[src/rtl/rescale_arith_core.sv]
// Fixed-point arithmetic core for the image-rescale datapath: a sequential
// signed-magnitude divider, a combinational signed-magnitude adder and a
// combinational RGB565 bilinear-blend unit.

// One colour channel of the blend: weighted sum of four neighbour samples,
// fraction dropped, saturated to the channel width.
module rescale_blend_chan #(
    parameter int W     = 5,
    parameter int Q     = 5,
    parameter int MAG_W = 15
) (
    input  logic [W-1:0]     c0,
    input  logic [W-1:0]     c1,
    input  logic [W-1:0]     c2,
    input  logic [W-1:0]     c3,
    input  logic [MAG_W-1:0] w0,
    input  logic [MAG_W-1:0] w1,
    input  logic [MAG_W-1:0] w2,
    input  logic [MAG_W-1:0] w3,
    input  logic             wneg,
    output logic [W-1:0]     value,
    output logic             err
);

    // Two guard bits cover the four-term sum, so the accumulator never wraps.
    localparam int ACC_W = W + MAG_W + 2;
    localparam logic [ACC_W-1:0] MAX_VAL = ACC_W'((1 << W) - 1);

    function automatic logic [ACC_W-1:0] weighted_sum(
        input logic [W-1:0]     s0, input logic [W-1:0]     s1,
        input logic [W-1:0]     s2, input logic [W-1:0]     s3,
        input logic [MAG_W-1:0] k0, input logic [MAG_W-1:0] k1,
        input logic [MAG_W-1:0] k2, input logic [MAG_W-1:0] k3);
        return ACC_W'(s0) * ACC_W'(k0) + ACC_W'(s1) * ACC_W'(k1)
             + ACC_W'(s2) * ACC_W'(k2) + ACC_W'(s3) * ACC_W'(k3);
    endfunction

    // Returns {err, value}; a negative weight is treated as an error too.
    function automatic logic [W:0] saturate(input logic [ACC_W-1:0] acc,
                                            input logic neg);
        logic [ACC_W-1:0] scaled;
        logic [W:0]       res;
        scaled = acc >> Q;
        if (neg || (scaled > MAX_VAL)) res = {1'b1, MAX_VAL[W-1:0]};
        else                           res = {1'b0, scaled[W-1:0]};
        return res;
    endfunction

    assign {err, value} = saturate(weighted_sum(c0, c1, c2, c3, w0, w1, w2, w3), wneg);

endmodule

module rescale_arith_core #(
    parameter int Q = 5,
    parameter int N = 16
) (
    input  logic         clock,
    input  logic         reset,
    input  logic [N-1:0] div_dividend,
    input  logic [N-1:0] div_divisor,
    input  logic         div_start,
    output logic [N-1:0] div_quotient,
    output logic         div_complete,
    output logic         div_overflow,
    input  logic [N-1:0] add_a,
    input  logic [N-1:0] add_b,
    output logic [N-1:0] add_sum,
    input  logic [15:0]  n0,
    input  logic [15:0]  n1,
    input  logic [15:0]  n2,
    input  logic [15:0]  n3,
    input  logic [N-1:0] m3,
    input  logic [N-1:0] m4,
    input  logic [N-1:0] m5,
    input  logic [N-1:0] m6,
    output logic [4:0]   red,
    output logic [5:0]   green,
    output logic [4:0]   blue,
    output logic         pixel_err
);

    localparam int MAG_W = N - 1;
    localparam int NUM_W = MAG_W + Q;         // quotient bits produced, one per cycle
    localparam int CNT_W = $clog2(NUM_W + 1);

    typedef enum logic [1:0] {IDLE, BUSY, DONE} div_state_t;

    div_state_t         state, state_nx;
    logic               accept, last_iter;
    logic [NUM_W-1:0]   num_p0;
    logic [MAG_W-1:0]   dvs_p0;
    logic [MAG_W-1:0]   rem_p0;
    logic [NUM_W-2:0]   quo_p0;
    logic               sign_p0;
    logic [CNT_W-1:0]   cnt_p0;
    logic [MAG_W:0]     rem_sh;
    logic               rem_ge;
    logic [MAG_W-1:0]   rem_diff, rem_nx;
    logic [NUM_W-1:0]   quo_nx;
    logic               ovf_nx;
    logic [MAG_W-1:0]   mag_nx;
    logic               err_r, err_g, err_b, wneg;

    function automatic logic [N-1:0] add_sm(input logic [N-1:0] a, input logic [N-1:0] b);
        logic [MAG_W-1:0] mag;
        logic             sgn;
        if (a[N-1] == b[N-1]) begin
            mag = a[MAG_W-1:0] + b[MAG_W-1:0];
            sgn = a[N-1];
        end else if (a[MAG_W-1:0] >= b[MAG_W-1:0]) begin
            mag = a[MAG_W-1:0] - b[MAG_W-1:0];
            sgn = a[N-1];
        end else begin
            mag = b[MAG_W-1:0] - a[MAG_W-1:0];
            sgn = b[N-1];
        end
        if (mag == '0) sgn = 1'b0;
        return {sgn, mag};
    endfunction

    assign add_sum = add_sm(add_a, add_b);

    // Divider state register.
    always_ff @(posedge clock) begin
        if (reset) state <= IDLE;
        else       state <= state_nx;
    end

    // Divider next state; DONE accepts a start like IDLE so a held start gives a one-cycle complete.
    always_comb begin
        state_nx  = state;
        accept    = 1'b0;
        last_iter = 1'b0;
        unique case (state)
            IDLE, DONE: begin
                accept   = div_start;
                state_nx = div_start ? BUSY : IDLE;
            end
            BUSY: begin
                if (cnt_p0 == CNT_W'(NUM_W - 1)) begin
                    last_iter = 1'b1;
                    state_nx  = DONE;
                end
            end
            default: state_nx = IDLE;
        endcase
    end

    // One restoring shift-subtract step; the remainder stays below the divisor,
    // so the low MAG_W bits of the difference are exact whenever it is taken.
    always_comb begin
        rem_sh   = {rem_p0, num_p0[NUM_W-1]};
        rem_ge   = rem_sh >= {1'b0, dvs_p0};
        rem_diff = rem_sh[MAG_W-1:0] - dvs_p0;
        rem_nx   = rem_ge ? rem_diff : rem_sh[MAG_W-1:0];
        quo_nx   = {quo_p0, rem_ge};
        ovf_nx   = (dvs_p0 == '0) || (quo_nx[NUM_W-1:MAG_W] != '0);
        mag_nx   = ovf_nx ? '1 : quo_nx[MAG_W-1:0];
    end

    // Operand latch and iteration registers.
    always_ff @(posedge clock) begin
        if (accept) begin
            num_p0  <= {div_dividend[MAG_W-1:0], Q'(0)};
            dvs_p0  <= div_divisor[MAG_W-1:0];
            sign_p0 <= div_dividend[N-1] ^ div_divisor[N-1];
            rem_p0  <= '0;
            quo_p0  <= '0;
            cnt_p0  <= '0;
        end else if (state == BUSY) begin
            num_p0  <= num_p0 << 1;
            rem_p0  <= rem_nx;
            quo_p0  <= quo_nx[NUM_W-2:0];
            cnt_p0  <= cnt_p0 + 1'b1;
        end
    end

    // Result registers: cleared on accept (complete only), loaded on the last step.
    always_ff @(posedge clock) begin
        if (reset) begin
            div_quotient <= '0;
            div_complete <= 1'b0;
            div_overflow <= 1'b0;
        end else if (accept) begin
            div_complete <= 1'b0;
        end else if (last_iter) begin
            div_quotient <= {sign_p0, mag_nx};
            div_overflow <= ovf_nx;
            div_complete <= 1'b1;
        end
    end

    assign wneg = m3[N-1] | m4[N-1] | m5[N-1] | m6[N-1];

    rescale_blend_chan #(.W(5), .Q(Q), .MAG_W(MAG_W)) u_red (
        .c0(n0[15:11]), .c1(n1[15:11]), .c2(n2[15:11]), .c3(n3[15:11]),
        .w0(m3[MAG_W-1:0]), .w1(m4[MAG_W-1:0]), .w2(m5[MAG_W-1:0]), .w3(m6[MAG_W-1:0]),
        .wneg(wneg), .value(red), .err(err_r)
    );

    rescale_blend_chan #(.W(6), .Q(Q), .MAG_W(MAG_W)) u_green (
        .c0(n0[10:5]), .c1(n1[10:5]), .c2(n2[10:5]), .c3(n3[10:5]),
        .w0(m3[MAG_W-1:0]), .w1(m4[MAG_W-1:0]), .w2(m5[MAG_W-1:0]), .w3(m6[MAG_W-1:0]),
        .wneg(wneg), .value(green), .err(err_g)
    );

    rescale_blend_chan #(.W(5), .Q(Q), .MAG_W(MAG_W)) u_blue (
        .c0(n0[4:0]), .c1(n1[4:0]), .c2(n2[4:0]), .c3(n3[4:0]),
        .w0(m3[MAG_W-1:0]), .w1(m4[MAG_W-1:0]), .w2(m5[MAG_W-1:0]), .w3(m6[MAG_W-1:0]),
        .wneg(wneg), .value(blue), .err(err_b)
    );

    assign pixel_err = err_r | err_g | err_b;

endmodule

[config.mk]
export PLATFORM = sky130hd
export DESIGN_NAME = rescale_arith_core
export DESIGN_NICKNAME = d
export VERILOG_FILES = /design/src/rtl/rescale_arith_core.sv
export SDC_FILE = /design/constraint.sdc
export NUM_CORES = 2
export LEC_CHECK = 0
export ABC_AREA = 1
export CORE_ASPECT_RATIO = 0.5
export CORE_MARGIN = 10
export CORE_UTILIZATION = 43
export DETAILED_ROUTE_END_ITERATION = 10
export HOLD_SLACK_MARGIN = 0.03
export PLACE_DENSITY = 0.58
export SLEW_MARGIN = 0
export SYNTH_ARGS = -nofsm -noshare
export SYNTH_HDL_FRONTEND = slang
export SYNTH_HIERARCHICAL = 1
export SYNTH_SLANG_ARGS = --single-unit
[constraint.sdc]
create_clock -name clock -period 17.06 [get_ports clock]
set_clock_uncertainty 0.15 [all_clocks]
set_input_delay 4.265 -clock clock [delete_from_list [all_inputs] [get_ports clock]]
set_output_delay 4.265 -clock clock [all_outputs]
set_load 0.05 [all_outputs]
Word-level counts from Yosys, hierarchy flattened

Cells that the tools add are included.

Word-level logic and storage cells: 83
Bits in registers: 90
Output and inout bits: 51

Reduce and logical (&&, ||, !) cells: 12
Multipliers: 12
Bitwise operators: 7
Muxes and demuxes: 18
Equal/unequal tests: 5
$add $sub $neg: 14
Order comparisons: 5

Operators with widths:

| cell                                                                   | number |
|---|---|
| 5-bit by 15-bit multiplier with 20-bit output                          | 8 |
| 22-bit by 20-bit adder with 22-bit output                              | 4 |
| 6-bit by 15-bit multiplier with 21-bit output                          | 4 |
| 15-bit two-way mux                                                     | 4 |
| 23-bit by 21-bit adder with 23-bit output                              | 2 |
| 15-bit subtractor                                                      | 3 |
| 20-bit by 20-bit adder with 21-bit output                              | 2 |
| 20-bit two-way mux                                                     | 2 |
| 17-bit by 5-bit > comparator with 1-bit output (second input constant) | 2 |
| 15-bit zero test                                                       | 2 |
| 21-bit by 21-bit adder with 22-bit output                              | 1 |
| 18-bit by 6-bit > comparator with 1-bit output (second input constant) | 1 |
| 16-bit by 15-bit >= comparator with 1-bit output                       | 1 |
| 15-bit adder                                                           | 1 |
| 15-bit >= comparator                                                   | 1 |
| 6-bit two-way mux                                                      | 2 |
| 1-bit two-way mux                                                      | 7 |
| 7-bit two-way mux                                                      | 1 |
| 5-bit by 1-bit adder with 5-bit output (second input constant)         | 1 |
| 5-bit == test (second input constant)                                  | 1 |
| 1-bit OR                                                               | 5 |
| 5-bit nonzero test                                                     | 1 |
| 1-bit logical OR                                                       | 4 |
| 2-bit one-hot mux with 2 select lines                                  | 1 |
| 11 further kinds                                                       | 12 |

Depth between registers and ports, before layout

Word-level depth: 9
Depth in mapped cells: 32

Cells and area by module

The synthesis kept the hierarchy.

By module, submodules not included:

| module                        | cells an instance | instances | area each (µm²) |
|---|---|---|---|
| rescale_blend_chan at u_green | 1,531             | 1         | 11,790.1 |
| rescale_blend_chan at u_blue  | 1,351             | 1         | 10,073.4 |
| rescale_blend_chan at u_red   | 1,336             | 1         | 10,003.3 |
| rescale_arith_core            | 1,060             | 1         | 7,241.9 |

Least setup slack after synthesis

Ideal clock, no wire load.

Path kind: input-to-output
Start point: input port n1[4]
End point: output port pixel_err
Required time: 12.645 ns
Buffers on the path: 1
Setup slack: 2.351 ns
Cell stages on the path: 27
Arrival time: 10.294 ns
Path through: clkbuf_1 -> nand2_1 -> fa_1 -> inv_1 -> fa_1 -> inv_1 -> fa_1 -> fa_1 -> fa_1 -> inv_1 -> fa_1 -> inv_1 -> fa_1 -> inv_1 -> ha_1 -> nand2_1 -> inv_1 -> nand3_1 -> nor2_1 -> nand3_1 -> nand3_1 -> nand2_1 -> nand2_1 -> nand3_1 -> nor2_4 -> nand3_1 -> or3_1

Word-level cells in the longest chain between the ends: 8

Ends and longest elaborated chain:

| item                                                    | RTL line | source |
|---|---|---|
| start, declared                                         | 69       | `input logic [15:0] n1,` |
| 5-bit by 15-bit multiplier with 20-bit output           | 34       | `return ACC_W'(s0) * ACC_W'(k0) + ACC_W'(s1) * ACC_W'(k1)` |
| 20-bit by 20-bit adder with 21-bit output               | 34       |  |
| 22-bit by 20-bit adder with 22-bit output (2 in series) | 35       | `+ ACC_W'(s2) * ACC_W'(k2) + ACC_W'(s3) * ACC_W'(k3);` |
| 17-bit by 5-bit > comparator with 1-bit output          | 44       | `if (neg \|\| (scaled > MAX_VAL)) res = {1'b1, MAX_VAL[W-1:0]};` |
| 1-bit logical OR                                        | 44       |  |
| 6-bit two-way mux                                       | 44       |  |
| named net err_b                                         | 102      | `logic err_r, err_g, err_b, wneg;` |
| 1-bit OR                                                | 213      | `assign pixel_err = err_r \| err_g \| err_b;` |
| end, declared                                           | 79       | `output logic pixel_err` |

The timed path passes the listed nets, and every way through them passes these cells.

Final worst setup path

Start point: input port m6[9]
End point: output port pixel_err

Word-level cells in the longest chain between the ends: 7
Elaborated cells on any way between the ends: 17
Classes of those cells: add/sub (3); mul (3); order compare (3); mux (3); bitwise (2); reduce/logical (3)

Ends and longest elaborated chain:

| item                                           | RTL line | source |
|---|---|---|
| start, declared                                | 75       | `input logic [N-1:0] m6,` |
| 6-bit by 15-bit multiplier with 21-bit output  | 35       |  |
| 23-bit by 21-bit adder with 23-bit output      | 35       |  |
| 18-bit by 6-bit > comparator with 1-bit output | 44       |  |
| 1-bit logical OR                               | 44       |  |
| 7-bit two-way mux                              | 44       |  |
| named net err_g                                | 102      |  |
| 1-bit OR (2 in series)                         | 213      |  |

The timed path passes the listed nets, and every way through them passes these cells.

==> qor.yml <==
global_route:
  grt_max_degree: 38
  grtUsageTotal_pct: 24.8
  global_route.usage.met3_pct: 5.76
  first_global_vias: 35600
  grt_pass1_wl_um: 201000
  gr-usage-met2_pct: 40.4
  grt_util_met1_pct: 32.8
  antenna_found_initial: 9
  grt_overflow: 0
  grt_busiest_layer: "met2"
drt:
  vias: 32800
  via_per_inst: 4.86
  dr.pass1.iters: 5
  drtIter0Drc: 2523
  drc: 0
  antenna_left: 0
  wirelength_um: 128000
  wl_per_cell_um: 18.9
job:
  cap_viol_max_count: 0
synth:
  synth-edff-count: 31
  synth_area_um2: 39100
  synth_compound_area_share_pct: 2.93
  synth.yosys.seq_area_share_pct: 5.40
  synth_ff_type: "dfxtp_1"
  synthesis.area_per_instance_um2: 7.41
  synth_top_family_by_area: "adder cells"
  yosysUniqueCellTypes: 49
  netlist_instances: 5278
  synth_fp_nets: 6587
  yosys.area_share.adder_pct: 51.7
  synth_mux_area_share_pct: 0.0256
  synth_seq_cells: 90
  synth_simple_gate_area_share_pct: 21.1
  synthXorXnorAreaFrac_pct: 1.05
  async_reset_ff_share_pct: 0
  yosysWarnings: 6
die:
  die_h_um: 233
  die-area_um2: 104000
  io_pins: 246
  core_area_um2: 90400
  row_count: 78
  dieWidth_um: 447
  initial_core_util_pct: 43.3
min_path:
  hold_path.class: "flip-flop to flip-flop"
setup_path:
  critPathKind: "input pin to primary output"
  critPathRequiredTime_ns: 12.65
  worstPathArrival_ns: 12.27
  end_kind: "primary output"
  crit_fanout: 12
  start_kind: "input pin"
clocking:
  hold_buffers: 0
  post_cts_buffers: 0
  insertion_delay_ns: 0.35
  clkSinkCount: 90
  cts.htree.levels: 3
  clock_path_buffers: 2
  tritoncts: "built"
  cts-root-buf: "clkbuf_16"
  clk_pin_slew_worst_paths_ns: 0.06
  post_cts_resized: 0
  cts_buffers: 9
run_status:
  outcome: "complete, no violations"
timing:
  relSlewSlack_pct: 24.6
  hold_viol: 0
  slew_violations: 0
  fin_setup_tns_ns: 0
  rsz0062_at_grt: "false"
  holdWs_ns: 0.328
  period_share_pct: 97.8
  setup_viol: 0
  fmax_ghz: 0.0599
  setup_ws_ns: 0.374
  tightest_slew_ns: 1.13
  post-route-min-period_ns: 16.69
place:
  gp_congestion: 0.940
  dp_cells: 6736
  port_buffers: 245
  dpl.hpwl_um: 108000
  post-place-ws_ns: 0.370
layout:
  layout-drive-gt1-share_pct: 3.85
  final_nets: 6856
  n_fill_cell: 9054
  area_delta_synth_final_pct: 11.8
  instances_no_fill: 6760
-- critical path, cell delays in order --
cell and delay [ns]:
clkdlybuf4s50_1 1.08, nand2_1 0.18, fa_1 0.58, inv_1 0.06
fa_1 0.56, fa_1 0.46, fa_1 0.62, fa_1 0.45
fa_1 0.50, inv_1 0.05, fa_1 0.48, inv_1 0.04
ha_1 0.34, a21oi_1 0.31, o21ai_0 0.23, a21oi_1 0.25
nand2_1 0.12, nand3_1 0.12, nand2_1 0.06, nand2_1 0.06
nand2_1 0.06, nor2_2 0.32, nand2_1 0.34, or3_1 0.50
buf_4 0.21
-- cell families after synthesis --
logic type,count (synthesis)
buffers and inverters,1836
AND/OR/NAND/NOR,1997
flip-flops,90
multiplexers,1
adder cells (fa/ha/maj),1114
XOR/XNOR,47
AO/OA/AOI/OAI,193
-- through the flow --
step,cell area (µm²),utilization [%]
2_1_floorplan,39100,-
3_3_place_gp,43400,48.0
3_5_place_dp,43400,48.0
4_1_cts,43700,48.4
5_1_grt,43700,48.4
6_report,43700,48.4
-- registers in the layout, indices dropped and copies added, names as in the netlist --
register and count:
div_quotient 16, num_p0 15, div_overflow 1, quo_p0 19
div_complete 1, cnt_p0 5, state 2, sign_p0 1
dvs_p0 15, rem_p0 15
-- final timing paths --
kind                            startpoint    endpoint  slack (ns)  depth (start not counted)
worst max-delay path                 m6[9]   pixel_err        0.37                         25
worst min-delay path            quo_p0[18]  quo_p0[18]        0.33                          2
worst max register to register  num_p0[19]   rem_p0[9]       14.32                         15
worst min register to register  quo_p0[18]  quo_p0[18]        0.33                          2
-- cell type report --
cell class	count	area [µm²]	share of cell area (%)
clock buffer	11	254	0.581
sequential	90	2110	4.83
inverter	1743	6540	15.0
tap	1200	1500	3.43
clock inverter	5	42.5	0.0973
antenna	8	20.0	0.0458
timing repair buffer	351	3250	7.43
multi-input combinational	3352	30000	68.6
-- per-layer routing --
layer  routed length [µm]  vias up  share of wire (%)
li1                     -    15500                  -
met1                54700    16100                 43
met2                58100     1105                 46
met3                10800      190                8.5
met4                 3870        2                3.0
met5                   12        -             0.0094
-- cell usage in the layout, fill, tap and decap left out, types with 59 or more instances in the layout --
master / instances
dfxtp_1: 59
fa_1: 835
a21oi_1: 86
nand2_1: 1562
buf_4: 107
clkdlybuf4s50_1: 243
inv_1: 1731
nand3_1: 150
nor2_1: 120
ha_1: 279
-- cells in the mapped netlist, drive strengths merged, types with 5 or more instances --
master	instances	area, µm²
inv	1740	6530
nand2	1599	6120
fa	835	16700
ha	279	3490
nand3	163	881
nor2	142	648
a21oi	93	492
clkbuf	74	278
dfxtp	59	1180
nand4	47	294
o21ai	37	185
edfxtp	31	931
xor2	25	219
nor3	24	135
xnor2	22	193
buf	19	161
o22ai	17	106
o221ai	15	131
nand3b	9	67.6
o21bai	9	67.6
o211ai	7	52.6
nor4	6	43.8
and2	5	31.3
Power is not shown: default switching activity piles up to over one toggle a cycle in this logic, so the estimate is an artifact.
